==> src/rtl/spi_pkg.sv <==
// Shared types and helpers for the multi-chip-select SPI master.
package spi_pkg;

    typedef enum logic [1:0] {IDLE, SETUP, XFER, HOLD} spi_state_t;

    typedef struct packed {
        logic cpol;
        logic cpha;
    } spi_mode_t;

    // Index width for a select bus; a single select still needs one bit.
    function automatic int clog2_min1(input int n);
        return (n <= 2) ? 1 : $clog2(n);
    endfunction

endpackage

==> src/rtl/spi_clk_gen.sv <==
// SCLK half-period timer: tick every CLK_DIV enabled cycles, plus leading/trailing
// toggle strobes and the number of toggles already done in the current transfer.
module spi_clk_gen #(
    parameter int  CLK_DIV    = 4,
    parameter int  DATA_WIDTH = 8,
    localparam int EW         = $clog2(2*DATA_WIDTH+1)
) (
    input  logic          clk,
    input  logic          rst,
    input  logic          en_i,
    input  logic          clr_i,
    input  logic          edge_en_i,
    output logic          tick_o,
    output logic          lead_o,
    output logic          trail_o,
    output logic [EW-1:0] edge_idx_o
);
    localparam int             DCW       = $clog2(CLK_DIV+1);
    localparam logic [DCW-1:0] DIV_LAST  = DCW'(CLK_DIV-1);
    localparam logic [EW-1:0]  EDGE_LAST = EW'(2*DATA_WIDTH-1);

    logic [DCW-1:0] div_q, div_d;
    logic [EW-1:0]  edge_q, edge_d;
    logic           toggle;

    assign tick_o     = en_i && (div_q == DIV_LAST);
    assign toggle     = tick_o && edge_en_i;
    // An even count of completed toggles means the next one is a leading edge.
    assign lead_o     = toggle && !edge_q[0];
    assign trail_o    = toggle && edge_q[0];
    assign edge_idx_o = edge_q;

    always_comb begin
        div_d  = div_q;
        edge_d = edge_q;
        if (clr_i) begin
            div_d  = '0;
            edge_d = '0;
        end else begin
            if (en_i)   div_d  = tick_o ? '0 : div_q + 1'b1;
            if (toggle) edge_d = (edge_q == EDGE_LAST) ? '0 : edge_q + 1'b1;
        end
    end

    always_ff @(posedge clk) begin
        if (rst) begin
            div_q  <= '0;
            edge_q <= '0;
        end else begin
            div_q  <= div_d;
            edge_q <= edge_d;
        end
    end

endmodule

==> src/rtl/spi_master_mc.sv <==
// Full-duplex MSB-first SPI master with per-transfer CPOL/CPHA and NUM_CS selects.
// Accepts a command only in IDLE; the received word comes back on a one-cycle strobe.
module spi_master_mc
    import spi_pkg::*;
#(
    parameter int  CLK_DIV    = 4,
    parameter int  DATA_WIDTH = 8,
    parameter int  NUM_CS     = 4,
    localparam int CSW        = clog2_min1(NUM_CS)
) (
    input  logic                  clk,
    input  logic                  rst,
    input  logic                  tx_valid,
    output logic                  tx_ready,
    input  logic [DATA_WIDTH-1:0] tx_data,
    input  logic [CSW-1:0]        cs_sel,
    input  logic                  cpol,
    input  logic                  cpha,
    output logic                  rx_valid,
    output logic [DATA_WIDTH-1:0] rx_data,
    output logic                  busy,
    output logic [NUM_CS-1:0]     cs_n,
    output logic                  sclk,
    output logic                  mosi,
    input  logic                  miso
);
    localparam int            EW        = $clog2(2*DATA_WIDTH+1);
    localparam logic [EW-1:0] EDGE_LAST = EW'(2*DATA_WIDTH-1);

    spi_state_t            state_q;
    spi_mode_t             mode_q;
    logic [DATA_WIDTH-1:0] tx_sh_q, rx_sh_q, rx_data_q;
    logic [NUM_CS-1:0]     cs_n_q;
    logic                  rx_valid_q, sclk_q, mosi_q;

    logic          tick, lead, trail, toggle, last_toggle, sample, shift;
    logic [EW-1:0] edge_idx;

    spi_clk_gen #(
        .CLK_DIV    (CLK_DIV),
        .DATA_WIDTH (DATA_WIDTH)
    ) u_clk_gen (
        .clk        (clk),
        .rst        (rst),
        .en_i       (state_q != IDLE),
        .clr_i      (state_q == IDLE),
        .edge_en_i  (state_q == XFER),
        .tick_o     (tick),
        .lead_o     (lead),
        .trail_o    (trail),
        .edge_idx_o (edge_idx)
    );

    assign toggle      = lead | trail;
    assign last_toggle = toggle && (edge_idx == EDGE_LAST);
    assign sample      = mode_q.cpha ? trail : lead;
    // With cpha=0 the MSB is already on mosi from SETUP, so the final trailing edge shifts nothing.
    assign shift       = mode_q.cpha ? lead : (trail && !last_toggle);

    // Out-of-range indices match no bit and leave every select deasserted.
    function automatic logic [NUM_CS-1:0] cs_decode(input logic [CSW-1:0] idx);
        logic [NUM_CS-1:0] v;
        v = '1;
        for (int i = 0; i < NUM_CS; i++) begin
            if (int'(idx) == i) v[i] = 1'b0;
        end
        return v;
    endfunction

    always_ff @(posedge clk) begin
        if (rst) begin
            state_q    <= IDLE;
            mode_q     <= '0;
            tx_sh_q    <= '0;
            rx_sh_q    <= '0;
            rx_data_q  <= '0;
            cs_n_q     <= '1;
            rx_valid_q <= 1'b0;
            sclk_q     <= 1'b0;
            mosi_q     <= 1'b0;
        end else begin
            rx_valid_q <= 1'b0;
            case (state_q)
                IDLE: begin
                    if (tx_valid) begin
                        state_q     <= SETUP;
                        mode_q.cpol <= cpol;
                        mode_q.cpha <= cpha;
                        cs_n_q      <= cs_decode(cs_sel);
                        sclk_q      <= cpol;
                        if (cpha) begin
                            tx_sh_q <= tx_data;
                        end else begin
                            mosi_q  <= tx_data[DATA_WIDTH-1];
                            tx_sh_q <= tx_data << 1;
                        end
                    end
                end
                SETUP: begin
                    if (tick) state_q <= XFER;
                end
                XFER: begin
                    if (toggle) begin
                        sclk_q <= ~sclk_q;
                        if (sample) rx_sh_q <= {rx_sh_q[DATA_WIDTH-2:0], miso};
                        if (shift) begin
                            mosi_q  <= tx_sh_q[DATA_WIDTH-1];
                            tx_sh_q <= tx_sh_q << 1;
                        end
                        if (last_toggle) state_q <= HOLD;
                    end
                end
                HOLD: begin
                    if (tick) begin
                        state_q    <= IDLE;
                        cs_n_q     <= '1;
                        rx_valid_q <= 1'b1;
                        rx_data_q  <= rx_sh_q;
                    end
                end
                default: state_q <= IDLE;
            endcase
        end
    end

    assign tx_ready = (state_q == IDLE);
    assign busy     = (state_q != IDLE);
    assign rx_valid = rx_valid_q;
    assign rx_data  = rx_data_q;
    assign cs_n     = cs_n_q;
    assign sclk     = sclk_q;
    assign mosi     = mosi_q;

endmodule

==> config.mk <==
export PLATFORM = sky130hd
export DESIGN_NAME = spi_master_mc
export DESIGN_NICKNAME = d
export VERILOG_FILES = /design/src/rtl/spi_pkg.sv /design/src/rtl/spi_clk_gen.sv /design/src/rtl/spi_master_mc.sv
export SDC_FILE = /design/constraint.sdc
export NUM_CORES = 1
export LEC_CHECK = 0
export BUFFER_PORTS_ARGS = -buffer_cell sky130_fd_sc_hd__buf_2
export CORE_ASPECT_RATIO = 0.5
export CORE_MARGIN = 2
export CORE_UTILIZATION = 43
export CTS_CLUSTER_SIZE = 20
export DETAILED_ROUTE_END_ITERATION = 8
export MAX_ROUTING_LAYER = met4
export PLACE_DENSITY = 0.64
export SYNTH_ARGS = -nofsm -noshare
export SYNTH_HDL_FRONTEND = slang
export SYNTH_HIERARCHICAL = 1
export SYNTH_SLANG_ARGS = --single-unit
export TNS_END_PERCENT = 20
==> constraint.sdc <==
create_clock -name clk -period 4.6 [get_ports clk]
set_clock_uncertainty 0.1 [all_clocks]
set_input_delay 0.46 -clock clk [delete_from_list [all_inputs] [get_ports clk]]
set_output_delay 0.46 -clock clk [all_outputs]
set_load 0.01 [all_outputs]
# Word level (Yosys, flattened, before mapping)
# Index checks and enable logic that the tools add are counted.
[totals]
ff_bits = 42
latch_bits = 0
mem_bits_rw = 0
mem_bits_ro = 0
input_bits = 16
output_inout_bits = 17
elab_cells = 85
mem_count = 0
[op_classes]
add_sub_neg = 2
n_mul = 0
div_mod_pow = 0
n_lt_le_gt_ge = 0
eq_ne = 15
n_shift = 0
muxes = 31
bitwise_logic = 3
reduce_logical = 23
[op_table]
columns = ["operator", "count"]
rows = [
  ["2-to-1 mux 8 bit", 4],
  ["one-hot mux 8 bit (2 select lines)", 1],
  ["2-to-1 mux 1 bit", 13],
  ["2-to-1 mux 2 bit", 5],
  ["inequality test 2 bit, second input constant", 5],
  ["AND reduction 5 bit", 2],
  ["AND reduction 3 bit", 3],
  ["equality test 2 bit, second input constant", 4],
  ["2-to-1 mux 4 bit", 2],
  ["one-hot mux 2 bit (4 select lines)", 1],
  ["one-hot mux 4 bit (2 select lines)", 1],
  ["logical AND 1 bit", 6],
  ["nonzero test 2 bit", 3],
  ["adder 5 x 1 -> 5 bit, second input constant", 1],
  ["equality test 5 x 4 -> 1 bit, second input constant", 1],
  ["2-to-1 mux 5 bit", 1],
  ["equality test 2 x 1 -> 1 bit, second input constant", 2],
  ["zero test 2 bit", 2],
  ["inequality test 2 x 1 -> 1 bit, second input constant", 2],
  ["one-hot mux 1 bit (2 select lines)", 2],
  ["AND reduction 2 bit", 2],
  ["AND reduction 4 bit", 1],
  ["OR reduction 2 bit", 2],
  ["adder 3 x 1 -> 3 bit, second input constant", 1],
  ["5 further kinds", 7],
]

# Depth between registers and ports, before layout
# Gate-level depths: netlist (run 1).
[depth]
word_depth = 12
depth_mapped = 11

# Hierarchy
# Netlist (run 1), hierarchy kept.
[modules_own_cells]
columns = ["mod", "n_inst", "cells_per_inst", "area_per_inst_um2", "seq_area_each_um2"]
rows = [
  ["spi_master_mc", 1, 175, 1696.6, 680.7],
  ["spi_clk_gen", 1, 45, 396.6, 160.2],
]

# Least setup slack after synthesis (run 1)
# No wires, ideal clock.
[synth_path]
path_type = "flip-flop to flip-flop"
start = "reg state_q[0]"
end = "reg tx_sh_q[6]"
setup_time_ns = 0.116
arrival_time_ns = 2.321
t_required_ns = 4.384
setup_slack_ns = 2.063
stages_incl_launch_ff = 12
path_buffers = 2
path_cell_list = "dfxtp_1 > inv_1 > ha_1 > buf_6 > inv_1 > and4b_1 > and2_1 > o21bai_1 > o211ai_4 > buf_6 > a211oi_2 > a41o_1"
[synth_rtl]
columns = ["element", "line_no", "source"]
rows = [
  ["start: declaration", "spi_master_mc.sv:30", "spi_state_t state_q;"],
  ["start signal: assignment", "spi_master_mc.sv:72", "state_q <= IDLE;"],
  ["start signal: assignment", "spi_master_mc.sv:86", "state_q <= SETUP;"],
  ["start signal: assignment", "spi_master_mc.sv:100", "if (tick) state_q <= XFER;"],
  ["zero test 2 bit *", "n/a", ""],
  ["named net tx_ready", "spi_master_mc.sv:14", "output logic tx_ready,"],
  ["inequality test 2 bit (no source line) or nonzero test 2 bit (tied branches)", "n/a", ""],
  ["AND reduction 4 bit (no source line)", "n/a", ""],
  ["end signal: assignment", "spi_master_mc.sv:92", "tx_sh_q <= tx_data;"],
  ["end signal: assignment", "spi_master_mc.sv:95", "tx_sh_q <= tx_data << 1;"],
  ["end signal: assignment", "spi_master_mc.sv:108", "tx_sh_q <= tx_sh_q << 1;"],
  ["end: declaration", "spi_master_mc.sv:32", "logic [DATA_WIDTH-1:0] tx_sh_q, rx_sh_q, rx_data_q;"],
]
# Mark *: on every way through the listed nets, which the timed path passes. The rest lies on a longest branch.
# A chain may end at the register's enable or synchronous reset.

# Worst setup path after layout (run 1)
[layout_path]
start = "reg state_q[0]"
end = "reg tx_sh_q[2]"
[layout_between]
elab_chain_len = 11
[layout_rtl]
columns = ["element", "line_no", "source"]
rows = [
  ["nonzero test 2 bit", "spi_master_mc.sv:45", ".en_i (state_q != IDLE),"],
  ["logical AND 1 bit", "spi_clk_gen.sv:26", "assign tick_o = en_i && (div_q == DIV_LAST);"],
  ["logical AND 1 bit *", "spi_clk_gen.sv:27", "assign toggle = tick_o && edge_en_i;"],
  ["logical AND 1 bit *", "spi_clk_gen.sv:30", "assign trail_o = toggle && edge_q[0];"],
  ["named net trail", "spi_master_mc.sv:36", "logic tick, lead, trail, toggle, last_toggle, sample, shift;"],
  ["OR 1 bit", "spi_master_mc.sv:54", "assign toggle = lead | trail;"],
  ["logical AND 1 bit", "spi_master_mc.sv:55", "assign last_toggle = toggle && (edge_idx == EDGE_LAST);"],
  ["zero test 1 bit", "spi_master_mc.sv:58", "assign shift = mode_q.cpha ? lead : (trail && !last_toggle);"],
  ["logical AND 1 bit", "spi_master_mc.sv:58", ""],
  ["2-to-1 mux 1 bit", "spi_master_mc.sv:58", ""],
  ["inequality test 2 bit (no source line)", "n/a", ""],
  ["AND reduction 4 bit (no source line) *", "n/a", ""],
]
# Marks and branches as above.

==> results of run 1 <==
power by group through the flow:
stage,registers [mW],clock network (mW),logic [mW]
final,0.440,0.240,0.385
after global routing,0.446,0.263,0.432
after CTS,0.440,0.249,0.386
after detailed placement,0.448,0,0.387
after global placement,0.446,0,0.377
after floorplan,0.449,0,0.326
cell usage after synthesis, drive strengths merged:
cell	number	area share, %
a2111oi	1	0.72
a211oi	7	2.7
a21o	1	0.72
a21oi	14	3.3
a22oi	1	0.60
a2bb2oi	1	0.72
a31oi	1	0.30
a32o	1	0.48
a41o	8	3.8
and2	4	1.2
and3	2	0.60
and3b	1	0.42
and4b	2	0.96
and4bb	1	0.60
buf	7	2.6
clkbuf	5	0.90
dfxtp	42	40
ha	6	3.6
inv	6	1.1
mux2	9	5.0
mux2i	18	8.8
nand2	27	5.0
nand2b	3	0.90
nand3	2	0.48
nand3b	1	0.36
nand4	1	0.30
nand4b	2	1.1
nor2	20	3.6
nor2b	4	1.2
nor3b	2	0.72
o211ai	4	2.1
o21a	1	0.36
o21ai	7	1.7
o21bai	1	0.36
o22ai	1	0.30
o311a	1	0.48
o31ai	1	0.36
o41ai	1	0.42
or2	1	0.30
or3	1	0.30
or4	1	0.36
how the worst min path moves through the flow:
stage                                         end  slack (ns)
after floorplan           u_clk_gen/edge_idx_o[4]        0.33
after global placement                 rx_data[6]        0.34
after detailed placement               rx_data[0]        0.35
after CTS                              rx_sh_q[0]        0.31
after global routing                   rx_sh_q[0]        0.30
final                                  rx_sh_q[0]        0.31
area by class of cell:
class / instances / area (um^2)
clock inverter: 3 / 21.3
inverter: 6 / 22.5
tap: 66 / 82.6
multi-input combinational: 160 / 1160
sequential: 42 / 841
timing repair buffer: 32 / 160
clock buffer: 5 / 68.8
fill: 438 / 2180
metal layers:
layer	global-route usage (%)	wire [um]
met5	-	0
met4	5.33	33
met3	6.08	170
met2	27.0	1790
met1	20.9	2140
sequential cells by signal, summed over array words and instances (netlist names):
signal / flops
u_clk_gen/edge_idx_o: 5
rx_sh_q: 8
sclk: 1
mosi: 1
cs_n: 4
u_clk_gen/div_q: 3
state_q: 2
tx_sh_q: 8
rx_valid: 1
mode_q: 1
rx_data: 8
metrics by stage:
step	worst slack [ns]	instances	area, um^2	util (%)	hold WS [ns]
2_1_floorplan	2.06	220	2090	-	0.330
4_1_cts	1.60	314	2350	51.9	0.310
3_5_place_dp	1.61	306	2260	49.9	0.347
3_3_place_gp	1.70	306	2260	49.9	0.343
5_1_grt	1.31	314	2350	51.9	0.305
6_report	1.58	314	2350	51.9	0.313
cells by family after synthesis:
group	share of synthesized area [%]
AO/OA/AOI/OAI	19.5
buffers and inverters	4.60
flip-flops	40.2
multiplexers	13.8
AND/OR/NAND/NOR	18.4
adder cells (fa/ha/maj)	3.59
tightest hold or removal path: cells and delay by family:
kind | cells | cell delay (ns)
buf+inv | 1 | 0.08
mux | 1 | 0.05
simple gates | 1 | 0.08
==> results.json, run 1 <==
{
  "status": "finished, final reports clean",
  "seqPwrFrac_pct": 41.3,
  "relSlewSlack_pct": 37.0,
  "die_h_um": 53.3,
  "die_area_um2": 5480,
  "cts_setup_buffers": 0,
  "crit_path_end": "tx_sh_q[2]",
  "clkTransAtPathRegs_ns": 0.08,
  "drive_gt1_share_pct": 24.2,
  "numCtsBuffers": 5,
  "ys_seq_area_share_pct": 40.2,
  "path_max_fanout": 21,
  "drv_slew": 0,
  "yosys_warnings": 6,
  "ir_drop_v": 0.000182,
  "syn_area_per_cell_um2": 9.51,
  "cp.depth": 8,
  "combPwrFrac_pct": 36.1,
  "grt_max_degree": 32,
  "viasPerCell": 5.33,
  "cp_num_buf_inv": 1,
  "cp_data_arrival_time_ns": 3.11,
  "diodes": 0,
  "max_cap_violations": 0,
  "cp-startpoint": "state_q[0]",
  "clock_tree.buffer_depth": 2,
  "core_area_um2": 4530,
  "power_density_nw_per_um2": 453,
  "totalPowerFinal_mw": 1.06,
  "rsz0062_at_grt": "no",
  "ys_ff_latch": 42,
  "drt_iter0_markers": 61,
  "p_switching_uw": 380,
  "track_usage_pct": 17.2,
  "postCtsHoldBufs": 0,
  "hold_path.startpoint": "miso",
  "rrSetupSlack_ns": 1.58,
  "overflow": 0,
  "cts_sinks": 42,
  "dp.final_hpwl_mm": 2.91,
  "whs_path_depth": 3,
  "ctsRootBufferMaster": "clkbuf_8",
  "firstDrtPassIters": 4,
  "p_sw_share_pct": 35.7,
  "hold_viol": 0,
  "wirelength_mm": 4.14,
  "antenna_found_initial": 0,
  "ios": 33,
  "area_growth_syn_to_layout_pct": 12.4,
  "detail-route-antenna-nets": 0,
  "total_leakage_power_nw": 1.05,
  "slowest_delay_ns": 0.79,
  "setup_viol": 0,
  "regToRegStartpoint": "state_q[0]",
  "drc": 0,
  "p_clk_share_pct": 22.5,
  "criticalPathCategory": "reg -> reg",
  "cp_cell_sequence": "inv_1 > ha_1 > and4b_1 > and2_1 > o21bai_1 > o211ai_4 > a211oi_1 > a41o_1",
  "yosysUniqueCellTypes": 50,
  "p_int_uw": 684,
  "crit_family": "compound AO/OA/AOI/OAI gates",
  "wire_per_inst_um": 13.2,
  "post_cts_resized": 0,
  "period_needed_ns": 3.02,
  "worstSetupEndpointType": "flip-flop",
  "gp_congestion": 0.823,
  "worstPathRequired_ns": 4.69,
  "max_freq_mhz": 331,
  "synth_cells": 220,
  "r2r_cells": 8,
  "period_share_pct": 65.6,
  "vias": 1674,
  "worst_setup_path_start_kind": "flip-flop",
  "fin_setup_tns_ns": 0,
  "die_x_um": 103,
  "start_util_pct": 46.2,
  "final_cell_mix": "42 x dfxtp_1, 32 x buf_2, 26 x nand2_1, 20 x nor2_1, 17 x mux2i_1",
  "cpMaxStageDelayCell": "ha_1",
  "cts_tree": "built",
  "synth_area_um2": 2090,
  "postSynthNetCount": 242,
  "h-tree-depth": 2,
  "io_buffers": 32,
  "grt_pass1_vias": 1513,
  "rows": 17,
  "r2r-end": "tx_sh_q[2]",
  "grt_pass1_wl_mm": 6.95,
  "clkLatencyLatePin_ns": 0.29,
  "nets": 269,
  "final_common_cell": "dfxtp_1",
  "hold_path_class": "in -> reg",
  "worstMarginPinSlew_ns": 0.945
}
(Power assumes the default switching activity.)
==> run 2: changes to the inputs <==
--- a/config.mk
+++ b/config.mk
@@ -12,7 +12,7 @@
 export CTS_CLUSTER_SIZE = 20
 export DETAILED_ROUTE_END_ITERATION = 8
 export MAX_ROUTING_LAYER = met4
-export PLACE_DENSITY = 0.64
+export PLACE_DENSITY = 0.67
 export SYNTH_ARGS = -nofsm -noshare
 export SYNTH_HDL_FRONTEND = slang
 export SYNTH_HIERARCHICAL = 1
==> constraint.sdc (replaced) <==
create_clock -name clk -period 2.7 [get_ports clk]
set_clock_uncertainty 0.1 [all_clocks]
set_input_delay 0.27 -clock clk [delete_from_list [all_inputs] [get_ports clk]]
set_output_delay 0.27 -clock clk [all_outputs]
set_load 0.01 [all_outputs]
==> run 2 against run 1 <==
Power increased by 82%. Via count increased by 1.9%. Design area grew 2.1%. Sequential power increased by 71%. Combinational power is 79% higher. Clock power grew 110%. Clock-buffer cell count up 1. Global-route usage hardly changed. Critical endpoint is now tx_sh_q[0].
==> results.json, run 2 (synthesis gave the netlist of run 1 again) <==
{
  "post_cts_resized": 0,
  "use_met3_pct": 4.49,
  "cts_sinks": 42,
  "dp.final_hpwl_mm": 2.91,
  "grt_pass1_vias": 1568,
  "antenna_found_initial": 0,
  "worst_setup_path_start_kind": "flip-flop",
  "period_share_pct": 91.2,
  "rrSetupSlack_ns": 0.24,
  "wirelength_mm": 4.16,
  "worstPathRequired_ns": 2.85,
  "busiest_layer": "met2",
  "clock_tree.buffer_depth": 2,
  "total_leakage_power_nw": 1.08,
  "whs_path_depth": 3,
  "worstSetupEndpointType": "flip-flop",
  "grt_pass1_wl_mm": 6.94,
  "criticalPathCategory": "reg -> reg",
  "cp_cell_sequence": "inv_1 > ha_1 > and4b_1 > and2_1 > o21bai_1 > o211ai_4 > a2111oi_2 > a41o_1",
  "area_growth_syn_to_layout_pct": 14.8,
  "die_x_um": 103,
  "cpMaxStageDelayCell": "a2111oi_2",
  "fillers": 421,
  "diodes": 0,
  "groute.layer.met1.usage_pct": 20.6,
  "cts_setup_buffers": 0,
  "detail-route-antenna-nets": 0,
  "h-tree-depth": 2,
  "path_max_fanout": 17,
  "final_common_cell": "dfxtp_1",
  "hold_viol": 0,
  "relSlewSlack_pct": 59.7,
  "vias": 1706,
  "wire_per_inst_um": 13.1,
  "setup_viol": 0,
  "rsz0062_at_grt": "no",
  "worst_slack_ns": 0.237,
  "power_density_nw_per_um2": 807,
  "ctsRootBufferMaster": "clkbuf_8",
  "core_area_um2": 4530,
  "drv_slew": 0,
  "r2r_cells": 8,
  "worstMarginPinSlew_ns": 0.604,
  "viasPerCell": 5.36,
  "use_met2_pct": 28.3,
  "nets": 273,
  "track_usage_pct": 17.1,
  "firstDrtPassIters": 4,
  "max_cap_violations": 0,
  "ios": 33,
  "io_buffers": 32,
  "pre_cts_ws_ns": 0.264,
  "overflow": 0,
  "cp_data_arrival_time_ns": 2.61,
  "hold_ws_ns": 0.104,
  "grt_max_degree": 32,
  "gp_congestion": 0.828,
  "fin_setup_tns_ns": 0,
  "final_cell_mix": "42 x dfxtp_1, 32 x buf_2, 26 x nand2_1, 20 x nor2_1, 17 x mux2i_1",
  "hold_path_class": "in -> reg",
  "drt_iter0_markers": 44,
  "numCtsBuffers": 5,
  "cts_tree": "built",
  "start_util_pct": 46.2,
  "max_freq_mhz": 406,
  "drive_gt1_share_pct": 25.0,
  "postCtsHoldBufs": 0,
  "clkLatencyLatePin_ns": 0.30,
  "period_needed_ns": 2.46,
  "clkTransAtPathRegs_ns": 0.08,
  "status": "finished, final reports clean",
  "drc": 0,
  "die_h_um": 53.3,
  "ir_drop_v": 0.000277,
  "slowest_delay_ns": 0.41,
  "rows": 17,
  "die_area_um2": 5480
}
==> run 2: final cells by class <==
class                      instances  area [um^2]  area share, %
timing repair buffer              36          190           7.92
clock buffer                       6         72.6           3.02
sequential                        42          841           35.0
inverter                           6         22.5          0.938
multi-input combinational        160         1160           48.1
clock inverter                     2         37.5           1.56
tap                               66         82.6           3.44
==> run 2: per-layer routing <==
layer / part of all wire, % / vias up / wire length [um]
met3: 3.5 / 9 / 144
met5: 0 / - / 0
met4: 1.5 / 0 / 63
met2: 46 / 23 / 1930
li1: - / 855 / -
met1: 49 / 819 / 2020
==> run 2: path summary, 6_finish.rpt <==
path / start / endpoint
setup / recovery: state_q[0] / tx_sh_q[0]
hold / removal: miso / rx_sh_q[0]
setup reg to reg: state_q[0] / tx_sh_q[0]
hold reg to reg: rx_sh_q[7] / rx_data[7]
==> run 2: power breakdown <==
group          internal (mW)  total, mW  switching (mW)
clock                  0.276      0.498           0.222
combinational          0.309      0.688           0.379
sequential             0.701      0.753          0.0525
==> run 2: stage by stage <==
stage / total power [mW] / util [%] / std cells / instance area [um^2]
after floorplan: 1.32 / - / 220 / 2090
after global placement: 1.43 / 50.6 / 310 / 2290
after detailed placement: 1.45 / 50.6 / 310 / 2290
after CTS: 1.95 / 53.0 / 318 / 2400
after global routing: 2.07 / 53.0 / 318 / 2400
final: 1.94 / 53.0 / 318 / 2400
==> run 2: worst max-delay path, delay by kind of cell, from the launching register on <==
kind,cells,cell delay [ns]
simple gates,2,0.49
compound gates,4,1.07
flops,1,0.38
fa+ha+maj,1,0.28
buf+inv,1,0.09
==> run 3: changes to the inputs <==
--- a/config.mk
+++ b/config.mk
@@ -5,14 +5,18 @@
 export SDC_FILE = /design/constraint.sdc
 export NUM_CORES = 1
 export LEC_CHECK = 0
+export ABC_AREA = 1
 export BUFFER_PORTS_ARGS = -buffer_cell sky130_fd_sc_hd__buf_2
+export CELL_PAD_IN_SITES_DETAIL_PLACEMENT = 2
+export CELL_PAD_IN_SITES_GLOBAL_PLACEMENT = 2
 export CORE_ASPECT_RATIO = 0.5
 export CORE_MARGIN = 2
-export CORE_UTILIZATION = 43
+export CORE_UTILIZATION = 28
 export CTS_CLUSTER_SIZE = 20
 export DETAILED_ROUTE_END_ITERATION = 8
 export MAX_ROUTING_LAYER = met4
-export PLACE_DENSITY = 0.67
+export PLACE_DENSITY = 0.76
+export SETUP_SLACK_MARGIN = 0.2
 export SYNTH_ARGS = -nofsm -noshare
 export SYNTH_HDL_FRONTEND = slang
 export SYNTH_HIERARCHICAL = 1
==> run 3 against run 2 <==
Sequential power is 5.6% higher. Design area is 3.5% higher. Synthesized cell count is 30% higher. Flip-flop and latch count stayed put. Critical endpoint is now rx_sh_q[5].
==> results.json, run 3 <==
{
  "syn_area_per_cell_um2": 7.12,
  "ys_ff_latch": 42,
  "cts_setup_buffers": 0,
  "postCtsHoldBufs": 0,
  "detail-route-antenna-nets": 0,
  "clkLatencyLatePin_ns": 0.29,
  "criticalPathCategory": "reg -> reg",
  "max_cap_violations": 0,
  "whs_path_depth": 3,
  "numCtsBuffers": 5,
  "grt_max_degree": 30,
  "firstDrtPassIters": 4,
  "clkTransAtPathRegs_ns": 0.06,
  "wirelength_mm": 6.36,
  "cts_tree": "built",
  "ios": 33,
  "holdPathEnd": "cs_n[0]",
  "yosysMostFrequentCell": "nor2_1",
  "die_area_um2": 8040,
  "final_cells": 415,
  "gp_congestion": 0.809,
  "overflow": 0,
  "nets": 344,
  "setup_viol": 0,
  "synth_top_area_share_pct": 41.2,
  "core_area_um2": 6860,
  "placedCellCount": 405,
  "io_buffers": 32,
  "async_flop_share_pct": 0,
  "synth_common_cells": "58 x nor2_1, 54 x nand2_1, 42 x dfxtp_1",
  "synth_cells": 287,
  "slowest_delay_ns": 0.33,
  "worstSetupEndpointType": "flip-flop",
  "p_clk_share_pct": 26.5,
  "power_density_nw_per_um2": 1040,
  "r2r-end": "rx_sh_q[5]",
  "diodes": 0,
  "fin_setup_tns_ns": 0,
  "viasPerCell": 4.78,
  "die_h_um": 64.4,
  "synthFlopType": "dfxtp_1",
  "drc": 0,
  "r2r_cells": 12,
  "final_cell_mix": "57 x nor2_1, 53 x nand2_1, 42 x dfxtp_1, 33 x o21ai_0, 32 x buf_2",
  "p_switching_mw": 1.06,
  "drv_slew": 0,
  "timing.critical_path.mode_cell": "nor2_1",
  "rrSetupSlack_ns": 0.41,
  "synth_top_cell_by_area": "dfxtp_1",
  "yosysUniqueCellTypes": 27,
  "combPwrFrac_pct": 42.9,
  "antenna_found_initial": 0,
  "cp_data_arrival_time_ns": 2.37,
  "relSlewSlack_pct": 46.5,
  "period_needed_ns": 2.29,
  "cp_cell_sequence": "inv_1 > ha_2 > clkinv_4 > nand3_1 > nor2_1 > nand2_1 > inv_1 > mux2_2 > nand2_1 > inv_2 > nor2_1 > nor2_1",
  "vias": 1982,
  "cp-startpoint": "state_q[1]",
  "drt_iter0_markers": 58,
  "crit_family": "simple AND/OR/NAND/NOR gates",
  "postSynthNetCount": 309,
  "h-tree-depth": 2,
  "synth_area_um2": 2040,
  "die_x_um": 125,
  "regToRegStartpoint": "state_q[1]",
  "yosys_warnings": 6,
  "start_util_pct": 29.8,
  "path_max_fanout": 9,
  "grt_pass1_vias": 2164,
  "p_int_mw": 1.53,
  "grt_pass1_wl_mm": 10.6,
  "area_growth_syn_to_layout_pct": 21.7,
  "final_common_cell": "nor2_1",
  "hold_path_class": "in -> reg",
  "rows": 21,
  "synth-edff-count": 0,
  "status": "finished, final reports clean",
  "cts_sinks": 42,
  "wire_per_inst_um": 15.3,
  "max_freq_mhz": 436,
  "p_sw_share_pct": 40.9,
  "ctsRootBufferMaster": "clkbuf_16",
  "seqPwrFrac_pct": 30.6,
  "track_usage_pct": 17.2,
  "worst_setup_path_start_kind": "flip-flop",
  "drive_gt1_share_pct": 20.1,
  "worstMarginPinSlew_ns": 0.802,
  "clock_tree.buffer_depth": 2,
  "period_share_pct": 85.0,
  "hold_viol": 0,
  "cp_num_buf_inv": 4,
  "ir_drop_v": 0.000268,
  "worstPathRequired_ns": 2.78,
  "hold_path.startpoint": "cs_sel[1]",
  "synthTopCellsByArea": "dfxtp_1 41%, nor2_1 11%, nand2_1 9.9%, o21ai_0 8.1%, nand3_1 4.7%",
  "dp.final_hpwl_mm": 4.45,
  "cpMaxStageDelayCell": "dfxtp_1",
  "total_leakage_power_nw": 1.10,
  "rsz0062_at_grt": "no",
  "ys_seq_area_share_pct": 41.2
}
-- run 3: final cells by class --
| class | count | area [um^2] |
|---|---|---|
| Fill cell | 802 | 4370 |
| Tap cell | 92 | 115 |
| Clock inverter | 2 | 37.5 |
| Timing Repair Buffer | 35 | 183 |
| Inverter | 27 | 109 |
| Sequential cell | 42 | 841 |
| Multi-Input combinational cell | 211 | 1070 |
| Clock buffer | 6 | 129 |
-- run 3: layer usage --
metal | vias up | GRT usage (%) | share of wire, %
li1 | 995 | - | -
met1 | 963 | 20.2 | 47
met2 | 17 | 29.8 | 50
met3 | 7 | 4.02 | 2.4
met4 | 0 | 5.06 | 1.1
met5 | - | - | 0
-- run 3: worst max-delay path by stage --
| stage | cells past startpoint | endpoint |
|---|---|---|
| after global placement | 15 | tx_sh_q[0] |
| after global routing | 15 | tx_sh_q[5] |
| after detailed placement | 15 | tx_sh_q[0] |
| after CTS | 15 | tx_sh_q[7] |
| after floorplan | 15 | tx_sh_q[1] |
| final | 12 | rx_sh_q[5] |
-- run 3: tightest hold or removal path, stage by stage --
cell and delay (ns):
buf_2 0.10, o21ai_0 0.08, nand2_1 0.06
-- run 3: what timing repair did --
action / in CTS / in global routing
pin swaps: 1 / 1
endpoints found under the setup margin: 17 / 20
gates cloned: 1 / 1
gates resized for setup: 3 / 5
-- run 3: cells by family after synthesis --
kind of cell             after synthesis  share of synthesized area [%]
AO/OA/AOI/OAI                         55                           14.2
buffers and inverters                 36                           8.08
AND/OR/NAND/NOR                      146                           31.8
adder cells (fa/ha/maj)                6                           3.67
flip-flops                            42                           41.2
multiplexers                           2                           1.04
-- run 3: power by group through the flow --
stage	Sequential, mW	Combinational (mW)	Clock [mW]
finish	0.795	1.11	0.688
global placement	0.796	0.970	0
floorplan	0.808	0.787	0
CTS	0.795	1.11	0.707
detailed placement	0.807	1.02	0
global route	0.813	1.24	0.734
-- run 3: through the flow --
step	setup WS, ns	power, mW	util [%]	cell area, um^2	hold slack, ns
floorplan	0.446	1.60	-	2040	0.232
detailed placement	0.125	1.83	33.2	2280	0.352
CTS	0.224	2.61	35.9	2460	0.144
global route	0.170	2.79	36.3	2490	0.177
finish	0.405	2.60	36.3	2490	0.151
global placement	0.300	1.77	33.2	2280	0.341
